### src/rtl/pipeline_stall_controller_if.sv
// Hazard/stall handshake bundle between the pipeline datapath and the
// stall controller. master = datapath side, slave = controller side.
interface pipeline_stall_controller_if;
  logic       id_ex_memRead;
  logic [4:0] id_ex_rd;
  logic [4:0] if_id_rs1;
  logic [4:0] if_id_rs2;
  logic       branch_taken;
  logic       dmem_req;
  logic       dmem_ready;
  logic       pc_write;
  logic       if_id_write;
  logic       if_id_flush;
  logic       control_select;
  logic       ex_mem_write;
  logic       mem_wb_write;
  logic       mem_timeout_err;

  modport master (
    output id_ex_memRead, id_ex_rd, if_id_rs1, if_id_rs2,
           branch_taken, dmem_req, dmem_ready,
    input  pc_write, if_id_write, if_id_flush, control_select,
           ex_mem_write, mem_wb_write, mem_timeout_err
  );

  modport slave (
    input  id_ex_memRead, id_ex_rd, if_id_rs1, if_id_rs2,
           branch_taken, dmem_req, dmem_ready,
    output pc_write, if_id_write, if_id_flush, control_select,
           ex_mem_write, mem_wb_write, mem_timeout_err
  );
endinterface

### src/rtl/pipeline_stall_controller.sv
// Central stall/flush sequencer for the 5-stage pipeline.
// Merges memory-wait, taken-branch and load-use hazards (in that priority)
// into per-register enables, and watches MEM waits for a timeout.
// Optional build macro HAZARD_PERF_EN adds stall/bubble/flush counters.
module pipeline_stall_controller #(
  parameter int unsigned MEM_TIMEOUT = 64
`ifdef HAZARD_PERF_EN
  , parameter int unsigned CNT_W = 32
`endif
) (
  input  logic                         clk,
  input  logic                         rst_n,
  pipeline_stall_controller_if.slave   bus
`ifdef HAZARD_PERF_EN
  , output logic [CNT_W-1:0]           perf_stall_cycles
  , output logic [CNT_W-1:0]           perf_bubbles
  , output logic [CNT_W-1:0]           perf_flushes
`endif
);

  localparam int unsigned WAIT_W = $clog2(MEM_TIMEOUT + 1);
  localparam logic [WAIT_W-1:0] CNT_MAX  = WAIT_W'(MEM_TIMEOUT);
  localparam logic [WAIT_W-1:0] CNT_LAST = WAIT_W'(MEM_TIMEOUT - 1);

  localparam logic [0:0] RUN      = 1'b0;
  localparam logic [0:0] MEM_WAIT = 1'b1;

  logic [0:0]        state;
  logic [WAIT_W-1:0] wait_cnt;
  logic              err_q;
  logic              mem_stall;
  logic              load_use;
  logic              flush_act;
  logic              bubble_act;
  logic              timeout_now;

  // Hazard detection and priority resolution
  always_comb begin
    mem_stall  = bus.dmem_req & ~bus.dmem_ready;
    load_use   = bus.id_ex_memRead & (bus.id_ex_rd != 5'd0) &
                 ((bus.id_ex_rd == bus.if_id_rs1) | (bus.id_ex_rd == bus.if_id_rs2));
    flush_act  = ~mem_stall & bus.branch_taken;
    bubble_act = ~mem_stall & ~bus.branch_taken & load_use;
    // wait_cnt holds completed wait cycles, so the current cycle is the
    // MEM_TIMEOUT-th one when wait_cnt has reached MEM_TIMEOUT-1.
    timeout_now = mem_stall & (wait_cnt >= CNT_LAST);
  end

  // Stage enables, one action per cycle; reset forces a flushed, stopped pipe
  always_comb begin
    bus.pc_write        = 1'b1;
    bus.if_id_write     = 1'b1;
    bus.if_id_flush     = 1'b0;
    bus.control_select  = 1'b1;
    bus.ex_mem_write    = 1'b1;
    bus.mem_wb_write    = 1'b1;
    bus.mem_timeout_err = rst_n & (err_q | timeout_now);
    if (!rst_n) begin
      bus.pc_write       = 1'b0;
      bus.if_id_write    = 1'b0;
      bus.if_id_flush    = 1'b1;
      bus.control_select = 1'b0;
      bus.ex_mem_write   = 1'b0;
      bus.mem_wb_write   = 1'b0;
    end else if (mem_stall) begin
      bus.pc_write     = 1'b0;
      bus.if_id_write  = 1'b0;
      bus.ex_mem_write = 1'b0;
      bus.mem_wb_write = 1'b0;
    end else if (flush_act) begin
      bus.if_id_flush    = 1'b1;
      bus.control_select = 1'b0;
    end else if (bubble_act) begin
      bus.pc_write       = 1'b0;
      bus.if_id_write    = 1'b0;
      bus.control_select = 1'b0;
    end
  end

  // RUN/MEM_WAIT state register
  always_ff @(posedge clk or negedge rst_n) begin
    if (!rst_n) state <= RUN;
    else        state <= mem_stall ? MEM_WAIT : RUN;
  end

  // Saturating wait counter, cleared when the wait ends
  always_ff @(posedge clk or negedge rst_n) begin
    if (!rst_n) begin
      wait_cnt <= '0;
    end else if (mem_stall) begin
      if (wait_cnt != CNT_MAX) wait_cnt <= wait_cnt + 1'b1;
    end else if (state == MEM_WAIT) begin
      wait_cnt <= '0;
    end
  end

  // Sticky timeout flag; the pipeline keeps waiting regardless
  always_ff @(posedge clk or negedge rst_n) begin
    if (!rst_n)           err_q <= 1'b0;
    else if (timeout_now) err_q <= 1'b1;
  end

`ifdef HAZARD_PERF_EN
  // Wrapping performance counters for each hazard action
  always_ff @(posedge clk or negedge rst_n) begin
    if (!rst_n) begin
      perf_stall_cycles <= '0;
      perf_bubbles      <= '0;
      perf_flushes      <= '0;
    end else begin
      if (mem_stall)  perf_stall_cycles <= perf_stall_cycles + 1'b1;
      if (bubble_act) perf_bubbles      <= perf_bubbles + 1'b1;
      if (flush_act)  perf_flushes      <= perf_flushes + 1'b1;
    end
  end
`endif

endmodule

### src/flat_wrapper.sv
// flat-port wrapper written by rule: the top's interface ports become plain ports
module pipeline_stall_controller_flat 
#(
  parameter int unsigned MEM_TIMEOUT = 64

)
  (clk, rst_n, bus_id_ex_memRead, bus_id_ex_rd, bus_if_id_rs1, bus_if_id_rs2, bus_branch_taken, bus_dmem_req, bus_dmem_ready, bus_pc_write, bus_if_id_write, bus_if_id_flush, bus_control_select, bus_ex_mem_write, bus_mem_wb_write, bus_mem_timeout_err);
  pipeline_stall_controller_if bus_i ();
  input  logic clk;
  input  logic rst_n;
  input wire logic [$bits(bus_i.id_ex_memRead)-1:0] bus_id_ex_memRead;
  input wire logic [$bits(bus_i.id_ex_rd)-1:0] bus_id_ex_rd;
  input wire logic [$bits(bus_i.if_id_rs1)-1:0] bus_if_id_rs1;
  input wire logic [$bits(bus_i.if_id_rs2)-1:0] bus_if_id_rs2;
  input wire logic [$bits(bus_i.branch_taken)-1:0] bus_branch_taken;
  input wire logic [$bits(bus_i.dmem_req)-1:0] bus_dmem_req;
  input wire logic [$bits(bus_i.dmem_ready)-1:0] bus_dmem_ready;
  output wire logic [$bits(bus_i.pc_write)-1:0] bus_pc_write;
  output wire logic [$bits(bus_i.if_id_write)-1:0] bus_if_id_write;
  output wire logic [$bits(bus_i.if_id_flush)-1:0] bus_if_id_flush;
  output wire logic [$bits(bus_i.control_select)-1:0] bus_control_select;
  output wire logic [$bits(bus_i.ex_mem_write)-1:0] bus_ex_mem_write;
  output wire logic [$bits(bus_i.mem_wb_write)-1:0] bus_mem_wb_write;
  output wire logic [$bits(bus_i.mem_timeout_err)-1:0] bus_mem_timeout_err;
  assign bus_i.id_ex_memRead = bus_id_ex_memRead;
  assign bus_i.id_ex_rd = bus_id_ex_rd;
  assign bus_i.if_id_rs1 = bus_if_id_rs1;
  assign bus_i.if_id_rs2 = bus_if_id_rs2;
  assign bus_i.branch_taken = bus_branch_taken;
  assign bus_i.dmem_req = bus_dmem_req;
  assign bus_i.dmem_ready = bus_dmem_ready;
  assign bus_pc_write = bus_i.pc_write;
  assign bus_if_id_write = bus_i.if_id_write;
  assign bus_if_id_flush = bus_i.if_id_flush;
  assign bus_control_select = bus_i.control_select;
  assign bus_ex_mem_write = bus_i.ex_mem_write;
  assign bus_mem_wb_write = bus_i.mem_wb_write;
  assign bus_mem_timeout_err = bus_i.mem_timeout_err;
  pipeline_stall_controller #(.MEM_TIMEOUT(MEM_TIMEOUT)) u_core (.clk(clk), .rst_n(rst_n), .bus(bus_i));
endmodule
### config.mk
export PLATFORM = sky130hd
export DESIGN_NAME = pipeline_stall_controller_flat
export DESIGN_NICKNAME = d
export VERILOG_FILES = /design/src/rtl/pipeline_stall_controller_if.sv /design/src/rtl/pipeline_stall_controller.sv /design/src/flat_wrapper.sv
export SDC_FILE = /design/constraint.sdc
export NUM_CORES = 1
export LEC_CHECK = 0
export CORE_UTILIZATION = 44
export DETAILED_ROUTE_END_ITERATION = 8
export MAX_ROUTING_LAYER = met4
export PLACE_DENSITY = 0.85
export SYNTH_ARGS = -nofsm -noshare
export SYNTH_HDL_FRONTEND = slang
export SYNTH_SLANG_ARGS = --single-unit
### constraint.sdc
create_clock -name clk -period 1.9 [get_ports clk]
set_input_delay 0.19 -clock clk [delete_from_list [all_inputs] [get_ports clk]]
set_output_delay 0.19 -clock clk [all_outputs]
set_load 0.05 [all_outputs]
Word-level counts from Yosys, hierarchy flattened
Index checks and enable logic that the tools add are counted.
{"block": "totals", "out_inout_bits": 7, "input_bits": 21, "word_cells": 41, "regBits": 9}
{"block": "classes", "reduce_logical": 3, "add_sub_neg": 1, "eq_ne": 4, "mux": 16, "magnitude_cmp": 1, "bitwise": 13}
{"operator": "2-to-1 mux 7 bit", "count": 3}
{"operator": "2-to-1 mux 1 bit", "count": 13}
{"operator": "== test 5 bit", "count": 2}
{"operator": "AND 1 bit", "count": 8}
{"operator": "adder 7 x 1 -> 7 bit (second input constant)", "count": 1}
{"operator": ">= comparator 7 x 6 -> 1 bit (second input constant)", "count": 1}
{"operator": "!= test 7 bit (second input constant)", "count": 1}
{"operator": "nonzero test 5 bit", "count": 1}
{"operator": "inverter 1 bit", "count": 3}
{"operator": "!= test 2 bit (second input constant)", "count": 1}
{"operator": "OR 1 bit", "count": 2}
{"operator": "AND reduction 2 bit", "count": 1}
{"operator": "nonzero test 2 bit", "count": 1}

Longest topological paths before layout
{"block": "logic_depth", "word_depth": 9, "ltp_mapped": 6, "mapped_depth_nobuf": 5}

Least setup slack after synthesis
No wires, ideal clock.
{"block": "synth_path", "kind": "input-to-output", "start": "input bus_dmem_ready", "end": "output bus_pc_write", "required_time_ps": 1710, "t_arrival_ps": 2111, "stages": 5, "slack_ps": -401, "n_path_buf": 2, "cell_sequence": "nand2b_1 > buf_6 > and2_1 > a21boi_1 > buf_4"}
{"block": "synth_via", "elab_chain_len": 9, "word_cells_on_any_way": 10, "cone_classes": "4 x mux; 6 x bitwise"}
{"element": "start, declared", "line": "flat_wrapper.sv:17", "rtl": "input wire logic [$bits(bus_i.dmem_ready)-1:0] bus_dmem_ready;"}
{"element": "inverter 1 bit (*)", "line": "pipeline_stall_controller.sv:39", "rtl": "mem_stall = bus.dmem_req & ~bus.dmem_ready;"}
{"element": "AND 1 bit (*)", "line": "pipeline_stall_controller.sv:39"}
{"element": "inverter 1 bit", "line": "pipeline_stall_controller.sv:42, pipeline_stall_controller.sv:43"}
{"element": "AND 1 bit (2 in a row)", "line": "pipeline_stall_controller.sv:43", "rtl": "bubble_act = ~mem_stall & ~bus.branch_taken & load_use;"}
{"element": "2-to-1 mux 1 bit (2 in a row)"}
{"element": "2-to-1 mux 1 bit (*) (2 in a row)"}
{"element": "end, declared", "line": "flat_wrapper.sv:18", "rtl": "output wire logic [$bits(bus_i.pc_write)-1:0] bus_pc_write;"}
Mark *: on every way between the ends. The rest lies on a longest branch, timed or not.

Worst setup path in the final report
{"block": "layout_path", "start": "input bus_id_ex_rd[0]", "end": "output bus_control_select"}
{"block": "layout_via", "elab_chain_len": 8, "word_cells_on_any_way": 11, "cone_classes": "2 x eq/ne; 4 x mux; 4 x bitwise; 1 x reduce/logical"}
{"element": "start, declared", "line": "flat_wrapper.sv:12", "rtl": "input wire logic [$bits(bus_i.id_ex_rd)-1:0] bus_id_ex_rd;"}
{"element": "== test 5 bit / nonzero test 5 bit (equally long branches)", "line": "pipeline_stall_controller.sv:41, pipeline_stall_controller.sv:40"}
{"element": "OR 1 bit / AND 1 bit (equally long branches)", "line": "pipeline_stall_controller.sv:41, pipeline_stall_controller.sv:40"}
{"element": "AND 1 bit (*)", "line": "pipeline_stall_controller.sv:40", "rtl": "load_use = bus.id_ex_memRead & (bus.id_ex_rd != 5'd0) &"}
{"element": "AND 1 bit (*)", "line": "pipeline_stall_controller.sv:43"}
{"element": "2-to-1 mux 1 bit (*)", "line": "pipeline_stall_controller.sv:73", "rtl": "end else if (bubble_act) begin"}
{"element": "2-to-1 mux 1 bit (*)", "line": "pipeline_stall_controller.sv:70", "rtl": "end else if (flush_act) begin"}
{"element": "2-to-1 mux 1 bit (*)", "line": "pipeline_stall_controller.sv:65", "rtl": "end else if (mem_stall) begin"}
{"element": "2-to-1 mux 1 bit (*)", "line": "pipeline_stall_controller.sv:58", "rtl": "if (!rst_n) begin"}
{"element": "end, declared", "line": "flat_wrapper.sv:21", "rtl": "output wire logic [$bits(bus_i.control_select)-1:0] bus_control_select;"}
Marked as above.

==> metrics.txt <==
Core ar.=0.00133 mm^2; RSZ-0062 raised after global routing=false; synth warn=0; DR vias/cell=5.46; most common cell after layout, fill and taps aside=clkdlybuf4s50_1; Slew headroom=71.0%; crit end category=output pin; GR Util All Layers=26.7%; Buffers on Ports=27; diodes inserted=0; total CTS buffers=3; post-synthesis cell count=73; critical path arrival=1.65 ns; Die ar.=0.00164 mm^2; number of global-route vias before repair=637; Worst-Margin Slew=0.431 ns; max-cap violations=0; maximum VDD drop=573 uV; # setup viols final=0; Final Slew Violations=0; Vias=694; Final Hold Fails=0; Iter 0 DRT Violations=34; status=finished clean; CP Class=in -> out; Cell Pwr Density=604 mW/mm^2; layout cells sized above 1=26.8%; total wire length=1.86 mm; skew final=0.00578 ns; Antenna Nets Post-Route=0; Syn Area/Cell=8.93 um^2; drt first pass iters=4; fin util=82.8%; die width=40.5 um; Synth cell types=32; row count=13; CTS clk-pin slew, worst paths=0.06 ns; initial antenna violation count=0; WHS=0.301 ns; Final WS setup=0.0640 ns; H-tree levels=1; commonest non-fill, non-tap cells in the layout=17 x clkdlybuf4s50_1, 13 x buf_4, 10 x xnor2_1, 9 x dfrtp_1; Period minus WS final=1.84 ns; Die H=40.5 um; Worst Path Required=1.71 ns; Max Clk Rate=545 MHz; routed length per instance=14.7 um; Final Cycle Share=96.6%; largest net degree at the start of global routing=11; area grow syn2layout=69.5%; Clock Path Buffers=2; critical path cell sequence=clkdlybuf4s50_1 > xnor2_1 > nand3_1 > o22ai_2 > a21oi_1 > buf_4; I/O pins=28; DRC=0; post-detail-place hpwl=1.46 mm; DP Worst Slack=-0.149 ns; final instance area=0.00110 mm^2; register bit total from synthesis=9; Placer Congestion=0.813; Clk Latency, worst-skew pair=0.26 ns; Starting Density=48.9%; clock sink count=9; placed cell areas=0.00101 mm^2; buffers plus inverters on the worst setup path=2; CTS root buf=clkbuf_4; syn nets=96; first-pass GRT wire length=2.77 mm; Worst path slowest cell=clkdlybuf4s50_1; CP top delay family=buffers and inverters; CTS Hold Bufs=0; TritonCTS clock tree=done; Cell Area, Synth=652 um^2; post-synthesis sequential area ratio=34.5%; Pleak=0.500 nW; CP startpoint kind=input port; max incr delay on CP=0.59 ns; Critical Path Fanout Max=3; Hold Crit Class=in -> async; Overflow after GRT=0; final net count=136
[cells by family (layout without fill, tap and decap cells)]
family,count (synthesis),after routing,share of synthesized area (%)
AO/OA/AOI/OAI,20,20,19.8
XOR/XNOR,11,11,14.8
adder cells (fa/ha/maj),2,2,3.84
buffers and inverters,8,47,7.68
flip-flops,9,9,34.5
multiplexers,1,1,1.73
AND/OR/NAND/NOR,22,22,17.7
[layout make-up]
| class | count | area [um^2] |
|---|---|---|
| Fill cell | 79 | 229 |
| Timing Repair Buffer | 38 | 388 |
| Multi-Input combinational cell | 56 | 423 |
| Clock buffer | 4 | 26.3 |
| Tap cell | 15 | 18.8 |
| Sequential cell | 9 | 225 |
| Inverter | 5 | 23.8 |
[registers in the layout (all words and copies together) (netlist names)]
name and cells:
u_core.wait_cnt 7, u_core.err_q 1, u_core.state 1
[synthesized netlist by cell type]
library cell,number,share of area (%)
a21oi_1,3,2.3
inv_1,4,2.3
dfrtp_1,9,35
nand4_1,2,1.9
xor2_1,1,1.3
or4_1,1,1.2
o21a_1,1,1.2
nand3_1,3,2.3
a21o_1,1,1.2
a31oi_1,2,1.9
a41o_1,1,1.5
nor2_2,1,0.96
nand2b_1,1,0.96
buf_6,1,1.7
ha_1,2,3.8
buf_4,2,2.3
mux2_2,1,1.7
a22o_1,1,1.3
nor4b_1,1,1.3
o21ai_0,6,4.6
o21bai_1,1,1.2
nand2_1,6,3.5
a211oi_1,1,1.2
clkinv_4,1,1.3
o41ai_1,1,1.3
a21boi_1,1,1.2
nor4_1,1,0.96
and2_1,2,1.9
and3_1,1,0.96
nor2_1,3,1.7
xnor2_1,10,13
o22ai_1,1,0.96
[repair_timing]
item                       4_1_cts  5_1_grt
setup buffers                    0        3
pin swaps                        0        3
setup endpoints to repair        3        4
resized for setup                1       11
[path summary, 6_finish.rpt]
path	slack [ns]	to	cells after the start	from
setup / recovery	0.06	bus_control_select	6	bus_id_ex_rd[0]
hold / removal	0.30	u_core.wait_cnt[4]	2	rst_n
setup reg to reg	0.41	u_core.wait_cnt[0]	3	u_core.wait_cnt[2]
hold reg to reg	0.45	u_core.err_q	1	u_core.err_q
max in group asynchronous	1.46	u_core.err_q	2	rst_n
min in group clk	0.45	u_core.err_q	1	u_core.err_q
[metrics by stage]
stage          setup TNS, ns  cells  total power [mW]
2_1_floorplan              0     73             0.378
3_3_place_gp          -0.246    120             0.479
6_report                   0    127             0.667
5_1_grt                    0    127             0.706
3_5_place_dp          -0.369    120             0.488
4_1_cts             -0.00291    124             0.642
[routing by layer]
layer,wire [um],vias up,part of all wire [%],global-route usage (%)
li1,-,336,-,-
met1,812,322,44,32.2
met2,899,32,48,42.1
met3,132,4,7.1,9.44
met4,20,0,1.1,6.67
met5,0,-,0,-
[power breakdown]
group	switching, mW	internal, mW	total, mW
clock	0.0687	0.0810	0.150
sequential	0.0240	0.214	0.238
combinational	0.133	0.146	0.280
(Power assumes the default switching activity.)
==> RTL change (config.mk and constraints unchanged) <==
`MEM_TIMEOUT` is set to 64 in 2 places; all go to 128.
--- a/src/rtl/pipeline_stall_controller.sv
+++ b/src/rtl/pipeline_stall_controller.sv
@@ -4,5 +4,5 @@
 // Optional build macro HAZARD_PERF_EN adds stall/bubble/flush counters.
 module pipeline_stall_controller #(
-  parameter int unsigned MEM_TIMEOUT = 64
+  parameter int unsigned MEM_TIMEOUT = 128
 `ifdef HAZARD_PERF_EN
   , parameter int unsigned CNT_W = 32
--- a/src/flat_wrapper.sv
+++ b/src/flat_wrapper.sv
@@ -2,5 +2,5 @@
 module pipeline_stall_controller_flat 
 #(
-  parameter int unsigned MEM_TIMEOUT = 64
+  parameter int unsigned MEM_TIMEOUT = 128
 
 )
Formal check against the unedited RTL: no difference found for any inputs over 10 cycles, from zero or initial values and one cycle with rst_n low; that may be too few to reach the edited logic, so the function may still have changed.
==> RTL change against the unedited design <==
Clock skew up 4.7 ps. Largest cell class unchanged. Routed wire length is 13% higher. Design area grew 8.3%. Total power is 8.8% higher. Setup slack lost 4.1 ps. Critical endpoint is now bus_pc_write. Worst hold slack improved by 2.7 ps. Sequential cell count up 1. Synthesized area up 9.8%.
==> RTL change: results (changes against the unedited design) <==
Cell Area, Placed = 1130 µm² (+12%)
Synth Area in Adders = 0.0350 (-0.00342)
Worst slew margin = 0.774 (+0.0643)
WL per Instance = 16.0 µm (+9.0%)
Top post-synthesis cells by area = dfrtp_1 35%, xnor2_1 12%, nand3_1 4.9%
Worst R2R Setup Slack = 190 ps (-220 ps)
Ratio of cells with drive above 1 in the final layout = 0.241 (-0.0265)
Top Registers = u_core.wait_cnt: 8 flops, u_core.err_q: 1 flops, u_core.state: 1 flops
Outcome = completed
Final core utilization = 0.794 (-0.0343)
Crit path to = bus_pc_write
Mean Syn Cell Area = 9.06 µm² (+1.5%)
CP startpoint = bus_id_ex_rd[1]
Fin cells = 132 (+3.9%)
Multi-input gate area = 460 µm² (+8.9%)
Sequential fraction of the synthesis area = 0.350 (+0.00416)
Commonest cells in the netlist = 10 x dfrtp_1, 10 x xnor2_1, 7 x nand2_1, 7 x nand3_1
Post-synthesis xor/xnor area fraction = 0.135 (-0.0132)
Final Wtd Congestion = 0.841 (+3.5%)
Fin crit share = 0.969 (+0.00218)
Comb_multi_in = 61 (+8.9%)
Register area = 250 µm² (+11%)
Area fraction in compound gates after synthesis = 0.136 (-0.0613)
Signal buffers = 37 (-2.6%)
Number of global-route vias before repair = 763 (+20%)
Post-CTS sizing = 7 (+6)
Clock-pin slew on the worst setup and hold paths = 80 ps (+20 ps)
Seq_cells = 10 (+1)
First-pass GRT wire length = 3540 µm (+28%)
CP top delay family = simple AND/OR/NAND/NOR gates
Peak supply drop = 0.400 mV (-30%)
Delay of the slowest critical-path stage = 440 ps (-150 ps)
Fin nets = 140 (+2.9%)
Multiplexer share of the synthesized area = 0.0437 (+0.0264)
Non-clk invs = 4 (-1)
Filler Cells Inserted = 105 (+33%)
Reg-to-Reg Start = u_core.wait_cnt[0]
Dpl ws = -241 ps (-91.2 ps)
Largest net degree at the start of global routing = 12 (+1)
1st-iter DRT viols = 18 (-47%)
Gr usage total = 0.272 (+0.00466)
Worst Skew = 10.5 ps (+4.72 ps)
Reg2reg path depth = 5 (+2)
RR Endpoint = u_core.wait_cnt[7]
Synth Cell Area = 716 µm² (+9.8%)
Syn nets = 102 (+6.3%)
HPWL Detailed = 1730 µm (+18%)
Routed vias = 742 (+6.9%)
Leakage = 0.000545 µW (+8.8%)
Worst skew pair latency = 280 ps (+20 ps)
Signal buf overhead = 0.346 (-0.00484)
==> RTL change: cell types whose count changed in the layout (fill, tap and decap cells not counted), sizes merged, moves of 2 or more <==
cell / delta
nand3: +4
o21ai: -2
dlygate4sd2: +3
mux2i: +2
dlymetal6s2s: -2
nor3: +2
a31oi: -2
nor2: -2
==> RTL change: power by group through the flow <==
stage / sequential, µW / combinational, µW / clock [µW]
floorplan: 256 / 131 / 0
global placement: 262 / 251 / 0
detailed placement: 264 / 261 / 0
CTS: 260 / 264 / 199
global route: 263 / 283 / 207
finish: 261 / 265 / 200
==> RTL change: worst reg2reg max path: cells and delay by family (launching register included) <==
family	cells	cell delay (ps)
AO/OA/AOI/OAI	2	400
adder cells (fa/ha/maj)	1	200
buffers and inverters	1	70
flip-flops	1	440
AND/OR/NAND/NOR	1	530
==> RTL change: per-layer routing <==
metal  wire length [µm]  GRT usage
met2               1090      0.468
met1                860      0.304
met4                 75      0.125
met3                 88     0.0474
met5                  0          -
